`src/rtl/jt12_wr_pkg.sv`:
```
// Shared definitions for the jt12 CPU-port write sequencer and its FIFO.
// Latency: none (types, constants and a width helper only).
// Backpressure: not applicable.
package jt12_wr_pkg;

  // Status bit the chip raises while it cannot accept a write.
  localparam int BUSY_BIT = 7;

  // Command word width: {part, reg, val}.
  localparam int CMD_W = 17;

  // Sequencer states.
  localparam logic [2:0] ST_IDLE  = 3'd0;
  localparam logic [2:0] ST_POLL  = 3'd1;
  localparam logic [2:0] ST_ADDR  = 3'd2;
  localparam logic [2:0] ST_GAP_A = 3'd3;
  localparam logic [2:0] ST_DATA  = 3'd4;
  localparam logic [2:0] ST_GAP_D = 3'd5;

  typedef struct packed {
    logic       part;
    logic [7:0] rg;
    logic [7:0] val;
  } cmd_t;

  // One counter serves both strobe width and busy timeout; it only ever
  // needs to hold values up to max(pulse, tout) - 1.
  function automatic int cnt_width(input int pulse, input int tout);
    int m;
    m = (pulse > tout) ? pulse : tout;
    return (m < 2) ? 1 : $clog2(m);
  endfunction

endpackage

```
`src/rtl/jt12_wr_fifo.sv`:
```
// Generic synchronous FIFO, power-of-two depth, extra pointer bit separates full from empty.
// Latency: a push is visible on dout/empty the cycle after it is written.
// Backpressure: push while full and pop while empty are ignored; push and pop together both act.
module jt12_wr_fifo #(
  parameter int FIFO_AW = 3,
  parameter int W       = 17
) (
  input  logic         clk,
  input  logic         rst_n,
  input  logic         push,
  input  logic         pop,
  input  logic [W-1:0] din,
  output logic [W-1:0] dout,
  output logic         full,
  output logic         empty
);

  localparam int DEPTH = 1 << FIFO_AW;
  localparam logic [FIFO_AW:0] PTR_ONE = 1;

  logic [W-1:0]     mem_q [DEPTH];
  logic [FIFO_AW:0] wr_ptr_q, wr_ptr_d;
  logic [FIFO_AW:0] rd_ptr_q, rd_ptr_d;
  logic             push_ok, pop_ok;

  assign empty   = (wr_ptr_q == rd_ptr_q);
  assign full    = (wr_ptr_q[FIFO_AW] != rd_ptr_q[FIFO_AW]) &&
                   (wr_ptr_q[FIFO_AW-1:0] == rd_ptr_q[FIFO_AW-1:0]);
  assign push_ok = push && !full;
  assign pop_ok  = pop && !empty;
  assign dout    = mem_q[rd_ptr_q[FIFO_AW-1:0]];

  // Pointer advance; wrap comes from natural overflow of the extra bit.
  always_comb begin
    wr_ptr_d = wr_ptr_q;
    rd_ptr_d = rd_ptr_q;
    if (push_ok) wr_ptr_d = wr_ptr_q + PTR_ONE;
    if (pop_ok)  rd_ptr_d = rd_ptr_q + PTR_ONE;
  end

  // Pointer registers with synchronous reset (emptying the FIFO).
  always_ff @(posedge clk) begin
    if (!rst_n) begin
      wr_ptr_q <= '0;
      rd_ptr_q <= '0;
    end else begin
      wr_ptr_q <= wr_ptr_d;
      rd_ptr_q <= rd_ptr_d;
    end
  end

  // Storage write; contents need no reset since the pointers guard them.
  always_ff @(posedge clk) begin
    if (push_ok) mem_q[wr_ptr_q[FIFO_AW-1:0]] <= din;
  end

endmodule

```
`src/rtl/jt12_wr_seq.sv`:
```
// Queued register-write master for the jt12 CPU port: busy-poll, address strobe, data strobe.
// Latency: with cen=1 and chip not busy, 8 clocks per command from pop to idle (PULSE=2).
// Backpressure: cmd_ready drops when the command FIFO is full; offers are then ignored.
module jt12_wr_seq
  import jt12_wr_pkg::*;
#(
  parameter int FIFO_AW = 3,
  parameter int PULSE   = 2,
  parameter int TOUT    = 255
) (
  input  logic       clk,
  input  logic       rst_n,
  input  logic       cen,
  input  logic       cmd_valid,
  output logic       cmd_ready,
  input  logic       cmd_part,
  input  logic [7:0] cmd_reg,
  input  logic [7:0] cmd_val,
  input  logic [7:0] ym_dout,
  output logic [7:0] ym_din,
  output logic [1:0] ym_addr,
  output logic       ym_cs_n,
  output logic       ym_wr_n,
  output logic       idle,
  output logic       timeout_err,
  input  logic       clr_err
);

  localparam int CW = cnt_width(PULSE, TOUT);

  logic          fifo_full, fifo_empty, fifo_push, fifo_pop;
  cmd_t          fifo_cmd;
  logic [2:0]    st_q, st_d;
  logic [CW-1:0] cnt_q, cnt_d;
  cmd_t          cmd_q, cmd_d;
  logic          cs_n_q, cs_n_d, wr_n_q, wr_n_d;
  logic [1:0]    addr_q, addr_d;
  logic [7:0]    din_q, din_d;
  logic          err_q, err_d;
  logic          tout_hit;
  logic          unused_dout;

  // Only the busy flag of the status byte matters here.
  assign unused_dout = ^ym_dout[BUSY_BIT-1:0];

  assign fifo_push   = cmd_valid && !fifo_full;
  assign cmd_ready   = !fifo_full;
  assign idle        = fifo_empty && (st_q == ST_IDLE);
  assign ym_din      = din_q;
  assign ym_addr     = addr_q;
  assign ym_cs_n     = cs_n_q;
  assign ym_wr_n     = wr_n_q;
  assign timeout_err = err_q;

  jt12_wr_fifo #(
    .FIFO_AW (FIFO_AW),
    .W       (CMD_W)
  ) u_fifo (
    .clk   (clk),
    .rst_n (rst_n),
    .push  (fifo_push),
    .pop   (fifo_pop),
    .din   ({cmd_part, cmd_reg, cmd_val}),
    .dout  (fifo_cmd),
    .full  (fifo_full),
    .empty (fifo_empty)
  );

  // Next state and next bus values; bus outputs are registered so every
  // field is computed for the state being entered.
  always_comb begin
    st_d     = st_q;
    cnt_d    = cnt_q;
    cmd_d    = cmd_q;
    cs_n_d   = cs_n_q;
    wr_n_d   = wr_n_q;
    addr_d   = addr_q;
    din_d    = din_q;
    fifo_pop = 1'b0;
    tout_hit = 1'b0;
    if (cen) begin
      case (st_q)
        ST_IDLE: begin
          cs_n_d = 1'b1;
          wr_n_d = 1'b1;
          if (!fifo_empty) begin
            fifo_pop = 1'b1;
            cmd_d    = fifo_cmd;
            cnt_d    = '0;
            cs_n_d   = 1'b0;
            addr_d   = {fifo_cmd.part, 1'b0};
            st_d     = ST_POLL;
          end
        end
        ST_POLL: begin
          // A stuck busy flag must not wedge the queue: force the write.
          if (!ym_dout[BUSY_BIT] || (cnt_q == CW'(TOUT - 1))) begin
            tout_hit = ym_dout[BUSY_BIT];
            cnt_d    = '0;
            wr_n_d   = 1'b0;
            addr_d   = {cmd_q.part, 1'b0};
            din_d    = cmd_q.rg;
            st_d     = ST_ADDR;
          end else begin
            cnt_d = cnt_q + CW'(1);
          end
        end
        ST_ADDR, ST_DATA: begin
          if (cnt_q == CW'(PULSE - 1)) begin
            cnt_d  = '0;
            cs_n_d = 1'b1;
            wr_n_d = 1'b1;
            st_d   = (st_q == ST_ADDR) ? ST_GAP_A : ST_GAP_D;
          end else begin
            cnt_d = cnt_q + CW'(1);
          end
        end
        ST_GAP_A: begin
          cs_n_d = 1'b0;
          wr_n_d = 1'b0;
          addr_d = {cmd_q.part, 1'b1};
          din_d  = cmd_q.val;
          st_d   = ST_DATA;
        end
        default: begin
          cs_n_d = 1'b1;
          wr_n_d = 1'b1;
          st_d   = ST_IDLE;
        end
      endcase
    end
    // A timeout landing on the same edge as a clear must stay visible.
    err_d = tout_hit ? 1'b1 : (clr_err ? 1'b0 : err_q);
  end

  // State and bus registers; reset drops any in-flight strobe immediately.
  always_ff @(posedge clk) begin
    if (!rst_n) begin
      st_q   <= ST_IDLE;
      cnt_q  <= '0;
      cmd_q  <= '0;
      cs_n_q <= 1'b1;
      wr_n_q <= 1'b1;
      addr_q <= '0;
      din_q  <= '0;
      err_q  <= 1'b0;
    end else begin
      st_q   <= st_d;
      cnt_q  <= cnt_d;
      cmd_q  <= cmd_d;
      cs_n_q <= cs_n_d;
      wr_n_q <= wr_n_d;
      addr_q <= addr_d;
      din_q  <= din_d;
      err_q  <= err_d;
    end
  end

endmodule

```
`config.mk`:
```
export PLATFORM = sky130hd
export DESIGN_NAME = jt12_wr_seq
export DESIGN_NICKNAME = d
export VERILOG_FILES = /design/src/rtl/jt12_wr_pkg.sv /design/src/rtl/jt12_wr_fifo.sv /design/src/rtl/jt12_wr_seq.sv
export SDC_FILE = /design/constraint.sdc
export NUM_CORES = 1
export LEC_CHECK = 0
export BUFFER_PORTS_ARGS = -buffer_cell sky130_fd_sc_hd__buf_2
export CAP_MARGIN = 30
export CELL_PAD_IN_SITES_DETAIL_PLACEMENT = 1
export CELL_PAD_IN_SITES_GLOBAL_PLACEMENT = 1
export CORE_ASPECT_RATIO = 0.6
export CORE_MARGIN = 5
export CORE_UTILIZATION = 45
export DETAILED_ROUTE_END_ITERATION = 7
export PLACE_DENSITY_LB_ADDON = 0.05
export SLEW_MARGIN = 25
export SYNTH_ARGS = -nofsm -noshare
export SYNTH_HDL_FRONTEND = slang
export SYNTH_HIERARCHICAL = 1
export SYNTH_SLANG_ARGS = --single-unit
```
`constraint.sdc`:
```
create_clock -name clk -period 10.55 [get_ports clk]
set_input_delay 2.11 -clock clk [delete_from_list [all_inputs] [get_ports clk]]
set_output_delay 2.11 -clock clk [all_outputs]
set_load 0.01 [all_outputs]
```
* Word-level counts from Yosys, hierarchy flattened
Memory sizes are Yosys's and may differ from the RTL's. A register that Yosys moved wholly into a read port is not among the register bits.
Cells that the tools add are included.
** Storage, ports and cells
- Memories :: 1
- Input port bits :: 30
- Output and inout port bits :: 15
- RAM bits :: 136
- Logic and storage cells :: 83
- Register bits after elaboration :: 49
** Operators by class
- Equal/unequal tests :: 12
- Muxes and demuxes :: 31
- Add/subtract/negate cells :: 3
- Bitwise gates (word level) :: 2
- Reductions and logical operators :: 22
** Memory list
- u_fifo.mem_q :: depth 8, bits a word 17, read ports 1, clocked after Yosys merged registers in 1, write ports 1, RTL line jt12_wr_fifo.sv:21 : logic [W-1:0] mem_q [DEPTH];
** Operator list (count)
- $mux W8 :: 4
- $pmux W8 S3 :: 1
- $mux W3 :: 6
- $pmux W8 S2 :: 1
- $reduce_and A3 Y1 :: 5
- $mux W1 :: 13
- $pmux W3 S4 :: 1
- $add A4 B1 Y4 const B :: 2
- $add A8 B1 Y8 const B :: 1
- $eq A8 B1 Y1 const B :: 1
- $eq A8 B8 Y1 const B :: 1
- $reduce_and A4 Y1 :: 2
- $eq A3 B2 Y1 const B :: 2
- $ne A2 B2 Y1 const B :: 3
- $pmux W2 S3 :: 1
- $reduce_bool A3 Y1 :: 2
- $logic_and A1 B1 Y1 :: 5
- $eq A4 B4 Y1 :: 1
- $mux W2 :: 2
- $pmux W1 S4 :: 1
- $reduce_bool A2 Y1 :: 2
- $eq A3 B1 Y1 const B :: 1
- $eq A3 B3 Y1 :: 1
- $eq A3 B3 Y1 const B :: 1
- other kinds (7) :: 10

* Logic depth before layout (Yosys ltp)
- Depth after elaboration :: 7
- Depth in mapped cells :: 11
- Gate-level depth less buffers :: 9

* Hierarchy
Netlist, hierarchy kept.
** Modules (own cells, without submodules)
- jt12_wr_fifo :: area an instance 5979.5 um^2, cells an instance 280, instances 1, seq. area each 4304.1 um^2
- jt12_wr_seq :: area an instance 1920.6 um^2, cells an instance 219, instances 1, seq. area each 820.8 um^2

* Worst setup path before layout
No wires, ideal clock.
- Kind :: input to register
- Start :: input port cmd_valid
- End :: memory u_fifo.mem_q[5][0] (enable)
- Cell stages on the path :: 3
- Buffers on the path :: 0
- Required time :: 10.109 ns
- Setup slack :: 5.733 ns
- Library setup time :: 0.441 ns
- Arrival time :: 4.376 ns
- Cells stage by stage :: nor2b_1 nand2_1 nor4b_1
** Between the ends
- Word-level cells in the longest chain between the ends :: 4
** RTL lines
- start: declaration :: RTL line jt12_wr_seq.sv:14 : input logic cmd_valid,
- $logic_and A1 B1 Y1 :: RTL line jt12_wr_seq.sv:46 : assign fifo_push = cmd_valid && !fifo_full;
- $logic_and A1 B1 Y1 :: RTL line jt12_wr_fifo.sv:29 : assign push_ok = push && !full;
- $mux W1 :: RTL line jt12_wr_fifo.sv:54 : if (push_ok) mem_q[wr_ptr_q[FIFO_AW-1:0]] <= din;
- $mux W1 (implied by the code) :: RTL line jt12_wr_fifo.sv:54
- end: declaration :: RTL line jt12_wr_fifo.sv:21
No other way between the ends.

* Final worst setup path
- Start :: register u_fifo.wr_ptr_q[2]
- End :: output port idle
** Between the ends
- Word-level cells in the longest chain between the ends :: 2
** RTL lines
- start: declaration :: RTL line jt12_wr_fifo.sv:22 : logic [FIFO_AW:0] wr_ptr_q, wr_ptr_d;
- start signal: assignment :: RTL line jt12_wr_fifo.sv:47 : wr_ptr_q <= wr_ptr_d;
- $eq A4 B4 Y1 :: RTL line jt12_wr_fifo.sv:26 : assign empty = (wr_ptr_q == rd_ptr_q);
- named net fifo_empty :: RTL line jt12_wr_seq.sv:31 : logic fifo_full, fifo_empty, fifo_push, fifo_pop;
- $logic_and A1 B1 Y1 :: RTL line jt12_wr_seq.sv:48 : assign idle = fifo_empty && (st_q == ST_IDLE);
- end: declaration :: RTL line jt12_wr_seq.sv:24 : output logic idle,
The timed path passes the listed nets, and every way through them passes these cells.

==> impl_metrics.tcl <==
set metrics [dict create \
    outcome "finished clean" \
    core_area_mm2 0.0172 \
    crit_path_end_kind "primary output" \
    drv_slew 0 \
    wl_per_cell_um 22.1 \
    htree_levels 4 \
    synth_top_family_by_area "multiplexers" \
    path_clk_slew_ns 0.08 \
    finalWeightedCongestion 0.756 \
    cap_violations 0 \
    p_leak_nw 3.08 \
    required_ns 8.44 \
    synth_xor_area_frac 0.0144 \
    synth_top_area_share 0.517 \
    crit_arrival_ns 2.78 \
    rsz0062_at_grt "false" \
    gr-total-overflow 0 \
    routed_wl_mm 17.4 \
    first_pass_iters 4 \
    worst_pin_slew_ns 0.878 \
    crit_buf_inv 1 \
    drt_iter0_drc 324 \
    start_util 0.460 \
    yosysSeqAreaShare 0.649 \
    drive_above_1_share 0.229 \
    drc 0 \
    num_vias 4395 \
    setup_viol 0 \
    grt_pass1_wl_mm 27.6 \
    io_buffers 37 \
    p_per_area_mw_per_mm2 187 \
    rows 37 \
    multi_input_comb_area_mm2 0.00264 \
    syn_nets 534 \
    cts_hold_buf 0 \
    syn_area_per_cell_um2 15.8 \
    synth_fa_ha_area_frac 0.00934 \
    antenna_cells 0 \
    vias_per_cell 5.58 \
    nets 577 \
    period_minus_slack_ns 4.89 \
    synth-seq-cells 188 \
    synth_compound_area_frac 0.0475 \
    cpPeakStageDelay_ns 0.72 \
    cts_sinks 188 \
    synthCells 499 \
    ios 45 \
    fin_util 0.523 \
    slew_headroom 0.411 \
    grt_usage 0.177 \
    start_kind "register" \
    n_fill_cell 1614 \
    cp_max_fo 12 \
    register_area_mm2 0.00513 \
    synthesis.area_mm2 0.00790 \
    yosysTopAreaCell "edfxtp_1" \
    path_class "reg -> out" \
    slowest_stage "nor4b_2" \
    cp_cell_sequence "xnor2_1 -> nand3_1 -> nor2_1 -> nor4b_2 -> buf_2" \
    hp-class "reg -> reg" \
    fin_setup_tns_ns 0 \
    synth.most_common_cell "edfxtp_1" \
    synth_common_cells "136 x edfxtp_1, 52 x dfxtp_1, 31 x nor2_1" \
    hold_viol 0 \
    yosys_warnings 6 \
    root_buffer "clkbuf_16" \
    peakVddDrop_mv 0.0847 \
    synth.distinct_cells 56 \
    cts_resized 0 \
    synth-simple-area-share 0.0857 \
    post_cts_buffers 0 \
    synthFlopType "edfxtp_1" \
    path_delay_family "simple AND/OR/NAND/NOR gates" \
    die_w_um 181 \
    grt_max_degree 35 \
    dpl_cell_area_mm2 0.00838 \
    cts_tree "yes" \
    dp_hpwl_mm 10.6 \
    fin_crit_sh 0.464 \
    antenna_found_initial 1 \
    async_flop_share 0 \
    syn2layout_area_growth_pct 13.8 \
    muxShareOfSynthArea 0.171 \
    cts_inserted_buffers 17 \
    synth_edf_count 136 \
    die_h_um 113 \
    finClkSkew_ns 0.0115 \
    fin_area_mm2 0.00899 \
    insertion_delay_ns 0.42 \
    grt_pass1_vias 4663 \
    timing.fmax_mhz 204 \
    final_antenna_net_count 0 \
    synthTopCellsByArea "edfxtp_1 52%, dfxtp_1 13%, mux4_1 9.0%, mux2i_1 3.4%, mux2_2 2.7%" \
    clock_path_buffers 2 \
    dieArea_mm2 0.0204 \
]
==> worst register-to-register path: cells and delay by family, from the launching register on <==
kind | cells | cell delay, ns
AO/OA/AOI/OAI | 2 | 0.44
AND/OR/NAND/NOR | 4 | 1.45
XOR/XNOR | 1 | 0.48
flip-flops | 1 | 0.47
==> final cells by class <==
class | count | area share
Sequential cell | 188 | 0.570
Multi-Input combinational cell | 276 | 0.293
Clock buffer | 17 | 0.0473
Timing Repair Buffer | 52 | 0.0348
Tap cell | 234 | 0.0326
Clock inverter | 14 | 0.0188
Inverter | 7 | 0.00292
==> layer usage <==
layer	global-route usage	up-vias	routed length [um]
met4	0.0370	2	133
li1	-	2067	-
met3	0.0392	16	499
met5	0	-	7
met1	0.252	2248	8490
met2	0.285	62	8310
==> cell usage in the layout (no fill, tap or decap), types with 4 or more instances in the layout <==
master and count:
edfxtp_1 136, nor3_1 4, ha_1 5, xnor2_1 9, mux4_1 27, nor4_1 5, nand4_1 6, mux2i_1 27
nand2_1 30, clkinv_8 5, clkbuf_16 17, inv_1 6, nand3_1 17, nor4b_2 4, mux2_2 19, nand2b_1 12
a21oi_1 13, dfxtp_1 51, mux4_2 7, inv_8 4, o31ai_1 5, nor2_1 30, a311oi_1 8, xor2_1 4
buf_2 37, buf_4 12
==> per-stage QoR <==
stage	hold slack, ns	worst slack, ns	instances	power (mW)
after global routing	0.492	5.40	788	1.76
after global placement	0.440	6.23	754	1.06
after floorplan	0.434	5.73	499	0.998
after CTS	0.472	5.67	787	1.70
after detailed placement	0.454	6.15	756	1.07
final	0.465	5.66	788	1.68
==> registers in the layout, summed over array words and instances, names as in the netlist, named ones only <==
| register | count |
|---|---|
| ym_cs_n | 1 |
| ym_wr_n | 1 |
| u_fifo/mem_q | 136 |
| ym_din | 8 |
| st_q | 3 |
| cmd_q | 17 |
| u_fifo/wr_ptr_q | 4 |
| ym_addr | 2 |
| cnt_q | 8 |
| u_fifo/rd_ptr_q | 4 |
| timeout_err | 1 |
==> where the power goes <==
| part | switching [mW] | internal, mW | leakage [nW] |
|---|---|---|---|
| combinational | 0.121 | 0.0831 | 1.13 |
| clock | 0.308 | 0.319 | 0.286 |
| sequential | 0.0234 | 0.823 | 1.66 |
==> path summary, 6_finish.rpt <==
| path | startpoint | to | slack (ns) | depth (start not counted) |
|---|---|---|---|---|
| min | ym_addr[0] | ym_addr[0] | 0.46 | 2 |
| max reg2reg | u_fifo/wr_ptr_q[2] | cnt_q[1] | 7.61 | 7 |
| max | u_fifo/wr_ptr_q[2] | idle | 5.66 | 5 |
| min reg2reg | ym_addr[0] | ym_addr[0] | 0.46 | 2 |
==> cells by family (layout without fill, tap and decap cells) <==
| group | after synthesis | after routing |
|---|---|---|
| AOI/OAI and AO/OA | 49 | 49 |
| and+or+nand+nor | 128 | 128 |
| xor gates and xnor gates | 13 | 13 |
| muxes | 80 | 80 |
| buffers and inverters | 35 | 90 |
| DFF | 188 | 188 |
| adders and majority gates | 6 | 6 |
Power figures use the tool's default switching activity.
